**config.mk**
```make
export PLATFORM = sky130hd
export DESIGN_NAME = poll_entry_buffer
export DESIGN_NICKNAME = d
export VERILOG_FILES = /design/src/rtl/poll_entry_buffer.sv
export SDC_FILE = /design/constraint.sdc
export NUM_CORES = 1
export LEC_CHECK = 0
export ABC_AREA = 1
export BUFFER_PORTS_ARGS = -buffer_cell sky130_fd_sc_hd__clkbuf_2
export CELL_PAD_IN_SITES_DETAIL_PLACEMENT = 2
export CELL_PAD_IN_SITES_GLOBAL_PLACEMENT = 2
export CORE_ASPECT_RATIO = 0.7
export CORE_MARGIN = 4
export CORE_UTILIZATION = 30
export CTS_CLUSTER_DIAMETER = 40
export DETAILED_ROUTE_END_ITERATION = 7
export HOLD_SLACK_MARGIN = 0.02
export PLACE_DENSITY = 0.69
export SLEW_MARGIN = 20
export SYNTH_ARGS = -nofsm -noshare
export SYNTH_HDL_FRONTEND = slang
export SYNTH_SLANG_ARGS = --single-unit
```
**constraint.sdc**
```tcl
create_clock -name clk -period 3.02 [get_ports clk]
set_clock_uncertainty 0.15 [all_clocks]
set_input_delay 0.151 -clock clk [delete_from_list [all_inputs] [get_ports clk]]
set_output_delay 0.151 -clock clk [all_outputs]
set_load 0.01 [all_outputs]
```
**src/rtl/poll_entry_buffer.sv**
```systemverilog
// poll_entry_buffer: N-slot request buffer that presents its occupied slots to a poll_function
// arbiter and drains the granted slot. Define POLL_BUF_ERR_CHK_EN to add a sticky grant-error flag.
module poll_entry_buffer #(
  parameter int ENTRIES_NUM = 4,
  parameter int DATA_WIDTH  = 32,
  localparam int IDX_WIDTH  = (ENTRIES_NUM == 1) ? 1 : $clog2(ENTRIES_NUM),
  localparam int CNT_WIDTH  = $clog2(ENTRIES_NUM + 1)
) (
  input  logic                   clk,
  input  logic                   rst,
  input  logic                   in_valid,
  output logic                   in_ready,
  input  logic [DATA_WIDTH-1:0]  in_data,
  output logic [ENTRIES_NUM-1:0] pend_vec,
  input  logic                   grant_found,
  input  logic [ENTRIES_NUM-1:0] grant_entry,
  input  logic [IDX_WIDTH-1:0]   grant_index,
  output logic                   upd,
  output logic                   out_valid,
  input  logic                   out_ready,
  output logic [DATA_WIDTH-1:0]  out_data,
  output logic [IDX_WIDTH-1:0]   out_index,
  output logic [CNT_WIDTH-1:0]   count
`ifdef POLL_BUF_ERR_CHK_EN
  ,
  output logic                   err
`endif
);

  // Handshakes: a transfer happens on a rising edge where valid & ready are both 1; valid never
  // depends on ready of the same port, and ready/valid may be dropped freely between transfers.

  logic [ENTRIES_NUM-1:0] valid_q, valid_d;
  logic [DATA_WIDTH-1:0]  data_q [ENTRIES_NUM];
  logic [DATA_WIDTH-1:0]  data_d [ENTRIES_NUM];
  logic [CNT_WIDTH-1:0]   count_q, count_d;
  logic [ENTRIES_NUM-1:0] free_vec;
  logic [ENTRIES_NUM-1:0] alloc_oh;
  logic [ENTRIES_NUM-1:0] deq_mask;
  logic                   wr_en;
  logic                   deq_en;
  logic                   grant_legal;

  // Allocation looks only at pre-edge occupancy, so a slot freed this cycle is not reused yet.
  always_comb begin
    free_vec = ~valid_q;
    alloc_oh = free_vec & (~free_vec + ENTRIES_NUM'(1));
    in_ready = |free_vec;
    wr_en    = in_valid & in_ready;
  end

  always_comb begin
    grant_legal = grant_found & (|grant_entry) & ~(|(grant_entry & ~valid_q));
    out_valid   = grant_legal;
    upd         = grant_legal & out_ready;
    deq_en      = upd;
    deq_mask    = deq_en ? grant_entry : '0;
  end

  always_comb begin
    out_data = '0;
    for (int i = 0; i < ENTRIES_NUM; i++) begin
      out_data = out_data | (data_q[i] & {DATA_WIDTH{grant_entry[i]}});
    end
  end

  assign out_index = grant_index;
  assign pend_vec  = valid_q;
  assign count     = count_q;

  always_comb begin
    valid_d = (valid_q & ~deq_mask) | (wr_en ? alloc_oh : '0);
    case ({wr_en, deq_en})
      2'b10:   count_d = count_q + CNT_WIDTH'(1);
      2'b01:   count_d = count_q - CNT_WIDTH'(1);
      default: count_d = count_q;
    endcase
  end

  always_comb begin
    for (int i = 0; i < ENTRIES_NUM; i++) begin
      data_d[i] = (wr_en && alloc_oh[i]) ? in_data : data_q[i];
    end
  end

  always_ff @(posedge clk or posedge rst) begin
    if (rst) begin
      valid_q <= '0;
      count_q <= '0;
    end else begin
      valid_q <= valid_d;
      count_q <= count_d;
    end
  end

  // Payload storage carries no reset; occupancy alone decides what is meaningful.
  always_ff @(posedge clk) begin
    for (int i = 0; i < ENTRIES_NUM; i++) begin
      data_q[i] <= data_d[i];
    end
  end

`ifdef POLL_BUF_ERR_CHK_EN
  logic err_q, err_d;
  logic grant_onehot;

  always_comb begin
    grant_onehot = (grant_entry != '0) &&
                   ((grant_entry & (grant_entry - ENTRIES_NUM'(1))) == '0);
    err_d        = err_q | (grant_found & (~grant_onehot | (|(grant_entry & ~valid_q))));
  end

  always_ff @(posedge clk or posedge rst) begin
    if (rst) err_q <= 1'b0;
    else     err_q <= err_d;
  end

  assign err = err_q;
`endif

endmodule
```
## After elaboration in Yosys (flattened, before gate mapping)

Memory sizes are Yosys's and may differ from the RTL's.
Index checks and enable logic that the tools add are counted.

- Add/sub/neg operators: 3
- Multiply operators: 0
- Divide/modulo/power cells: 0
- Order comparisons: 0
- Equality and inequality tests: 2
- Shift operators: 0
- Multiplexer cells: 7
- Bitwise gates (word level): 19
- Reductions and logical operators: 8

Operator list:

| operator | number |
|---|---|
| 32-bit bitwise AND | 4 |
| 32-bit two-way mux | 4 |
| 32-bit OR | 3 |
| 4-bit bitwise AND | 3 |
| 4-bit NOT | 3 |
| 4-bit OR reduction | 3 |
| 4-bit two-way mux | 2 |
| 3-bit case mux with 2 select lines | 1 |
| 4-bit by 1-bit adder with 4-bit output (second input constant) | 1 |
| 1-bit bitwise AND | 4 |
| 1-bit logical AND | 4 |
| 4-bit OR | 1 |
| 3-bit by 1-bit adder with 3-bit output (second input constant) | 1 |
| 3-bit by 1-bit subtractor with 3-bit output (second input constant) | 1 |
| 2-bit by 1-bit equality test with 1-bit output (second input constant) | 1 |
| 2-bit equality test (second input constant) | 1 |
| 2-bit nonzero test | 1 |
| 1-bit NOT | 1 |

- Register bits after elaboration: 7
- Latch bits: 0
- Memory bits (writable): 128
- Memory bits (read-only): 0
- Input port bits: 43
- Output and inout bits: 44
- Logic and storage cells: 42
- Memories kept: 1

Memories:

| memory | words | bits a word | rd ports | clocked after memory_dff | write ports | RTL line | text |
|---|---|---|---|---|---|---|---|
| data_q | 4 | 32 | 4 | 0 | 4 | 34 | `logic [DATA_WIDTH-1:0] data_q [ENTRIES_NUM];` |

## Longest topological paths before layout

- Depth in word-level cells: 10
- Mapped depth: 13
- Mapped depth without buffers: 12

## Worst setup path after synthesis

Ideal clock, no wire load.

- Path kind: reg2reg
- Start: register pend_vec[0] (netlist name)
- End: memory data_q[1][0] (enable)
- Arrival time: 2.782 ns
- Required time: 2.406 ns
- Slack: -0.375 ns
- Stages on the path, launching flop included: 3
- Cell sequence: dfrtp_1 > inv_1 > nor3_1

RTL lines:

| element | RTL line |
|---|---|
| end: declaration | 34 |

==> impl_metrics.yaml <==
synthesis:
  yosysMostFrequentCell: "nand2_1"
  synth-seq-cells: 135
  async_reset_ff_share_pct: 5.19
  yosys-top-cells-count: "nand2_1, edfxtp_1, nand4_1, inv_1, buf_2"
  yosys.area.top_type: "edfxtp_1"
  synthCells: 374
  ys.flop_type: "edfxtp_1"
  syn_nets: 419
  synth.area.top_cells: "edfxtp_1, nand2_1, nand4_1, dfrtp_1, buf_2"
  ys_warn_count: 0
  avgSynthCellArea_um2: 13.7
  synth_edf_count: 128
  ys_seq_area_share_pct: 78.6
  synth_top_area_share_pct: 75.1
  syn_area_mm2: 0.00511
  synth.distinct_cells: 19
timing:
  worst_slack_ps: 488
  setup_viol: 0
  max-slew-margin-rel_pct: 52.6
  worst_pin_slew_ps: 707
  rsz0062_at_grt: "no"
  setup_tns_ps: 0
  final.min_clock_period_ps: 2530
  post-route-period-util_pct: 83.8
  hold_viol: 0
  whs_ps: 55.6
  fmax_ghz: 0.395
  maxSlewViolCount: 0
critical_path:
  worstSetupPathType: "reg2reg"
  path_common_cell: "nand2_1"
  cp_slowest_stage_delay_ps: 580
  worstSetupStartpointType: "register"
  slowest_stage: "clkinv_1"
  critical-path-top-delay-family: "buffers and inverters"
  critPathMaxFanout: 15
  r2r_setup_slack_ps: 490
  critical_path_buf_inv_count: 2
  crit_required_ps: 3030
  endpoint_kind: "register"
  cp.arrival_ps: 2540
  crit_chain: "nand2_1 -> nor2_1 -> a21oi_1 -> nand2_1 -> clkinv_1 -> buf_4"
power:
  max-vdd-ir-drop_uv: 442
  pwr-share-clk_pct: 37.8
  p_leak_nw: 2.61
  power_switching_mw: 1.53
  swShare_pct: 27.1
  pwr-share-seq_pct: 45.7
  power_density_mw_per_mm2: 835
  pwr-share-comb_pct: 16.5
  internal-power_mw: 4.10
detailed_routing:
  wirelength_mm: 14.6
  via_count: 3410
  via_per_inst: 4.61
  drt_pre_antenna_iters: 5
  drc: 0
  drt_iter0_drc: 188
  wl_per_cell_um: 19.8
  ant_nets: 0
cells_and_area:
  nFillCells: 1729
  n_antenna_cell: 0
  area_growth_pct: 31.8
  final_nets: 549
  multiInputGateArea_um2: 923
  regArea_mm2: 0.00402
  fin_util_pct: 40.9
  layout-drive-gt1-share_pct: 24.9
clock_tree:
  cts_tree: "yes"
  clock_latency_ps: 420
  path_clk_slew_ps: 60
  htree_levels: 4
  cts_root_buf: "clkbuf_16"
  cts_sinks: 135
  ctsResizeCount: 0
  clock_path_buffers: 2
  cts_buffers: 17
place:
  dp_hpwl_mm: 9.21
  pre_cts_slack_ps: 577
  gp_congestion: 0.793
  io_buffers: 82
die:
  die_h_um: 117
  core_mm2: 0.0165
  row_count: 39
  ios: 87
  dieArea_mm2: 0.0192
  die_x_um: 164
  initial_utilization_pct: 31.0
worst_hold_path:
  hp-class: "in2async"
global_routing:
  grt_pass1_wl_mm: 22.6
  antenna_found_initial: 0
  grt-ovfl-total: 0
  grt_max_degree: 34
  grt_use_total_pct: 15.9
  grt_pass1_vias: 3882
status:
  outcome: "finished, final reports clean"
flow_run:
  cap_violations: 0
[cells in the final DEF, fill, tap and decap left out, types with 3 or more instances in the layout]
master         count
dlygate4sd3_1     36
clkinv_1           6
inv_1             13
nand4_1           36
clkbuf_2          82
bufinv_16          4
edfxtp_1         128
nand2_1          148
nor2_1             3
inv_2              5
clkbuf_16         17
buf_4             11
dfrtp_1            7
[cells by family (layout without fill, tap and decap cells)]
family | Yosys count | after routing | share of synthesized area, %
XOR/XNOR | 2 | 2 | 0.343
AO/OA/AOI/OAI | 4 | 4 | 0.391
AND/OR/NAND/NOR | 193 | 193 | 16.2
buffers and inverters | 38 | 179 | 3.82
adder cells (fa/ha/maj) | 2 | 2 | 0.636
flip-flops | 135 | 135 | 78.6
[tightest hold or removal path: cells and delay by family]
kind	cells	cell delay, ps
buf+inv	3	880
[worst paths after layout]
| path | startpoint | end | depth (start not counted) |
|---|---|---|---|
| worst min-delay path | rst | count[2] | 3 |
| max in group asynchronous | rst | pend_vec[2] | 3 |
| worst min register to register | count[2] | count[2] | 1 |
| min in group clk | grant_found | pend_vec[1] | 6 |
| worst max-delay path | pend_vec[1] | data_q[0][17] | 6 |
| worst max register to register | pend_vec[1] | data_q[0][17] | 6 |
[registers in the layout (all words and copies together) (netlist names)]
| signal | cells |
|---|---|
| data_q | 128 |
| pend_vec | 4 |
| count | 3 |
[power by group through the flow]
stage	Clock, mW	Sequential (mW)	Combinational, mW
after floorplan	0	2.59	0.458
after global placement	0	2.58	0.859
after detailed placement	0	2.60	0.893
after CTS	2.16	2.57	0.953
after global routing	2.25	2.60	1.04
final	2.13	2.57	0.928
[per-layer routing]
layer,track usage (%),vias to the layer above,wire length (um)
li1,-,1565,-
met1,21.0,1752,6830
met2,26.7,81,7060
met3,4.03,12,628
met4,3.74,0,119
met5,0,-,0
[stage by stage]
stage,power [mW],cells,instance area (um^2)
floorplan,3.05,374,5120
global placement,3.44,674,5790
detailed placement,3.50,674,5790
CTS,5.69,740,6740
global route,5.89,740,6740
finish,5.63,740,6740
[what timing repair did]
| action | CTS | global route |
|---|---|---|
| buffers inserted | 0 | 0 |
| hold buffers | 36 | 0 |
| hold endpoints to repair | 139 | 0 |
[layout make-up]
type | instances | share of cell area (%)
clock inverter | 12 | 2.38
sequential | 135 | 59.6
timing repair buffer | 129 | 12.7
multi-input combinational | 201 | 13.7
inverter | 20 | 1.11
clock buffer | 18 | 6.37
tap | 225 | 4.18
Power figures use the tool's default switching activity.
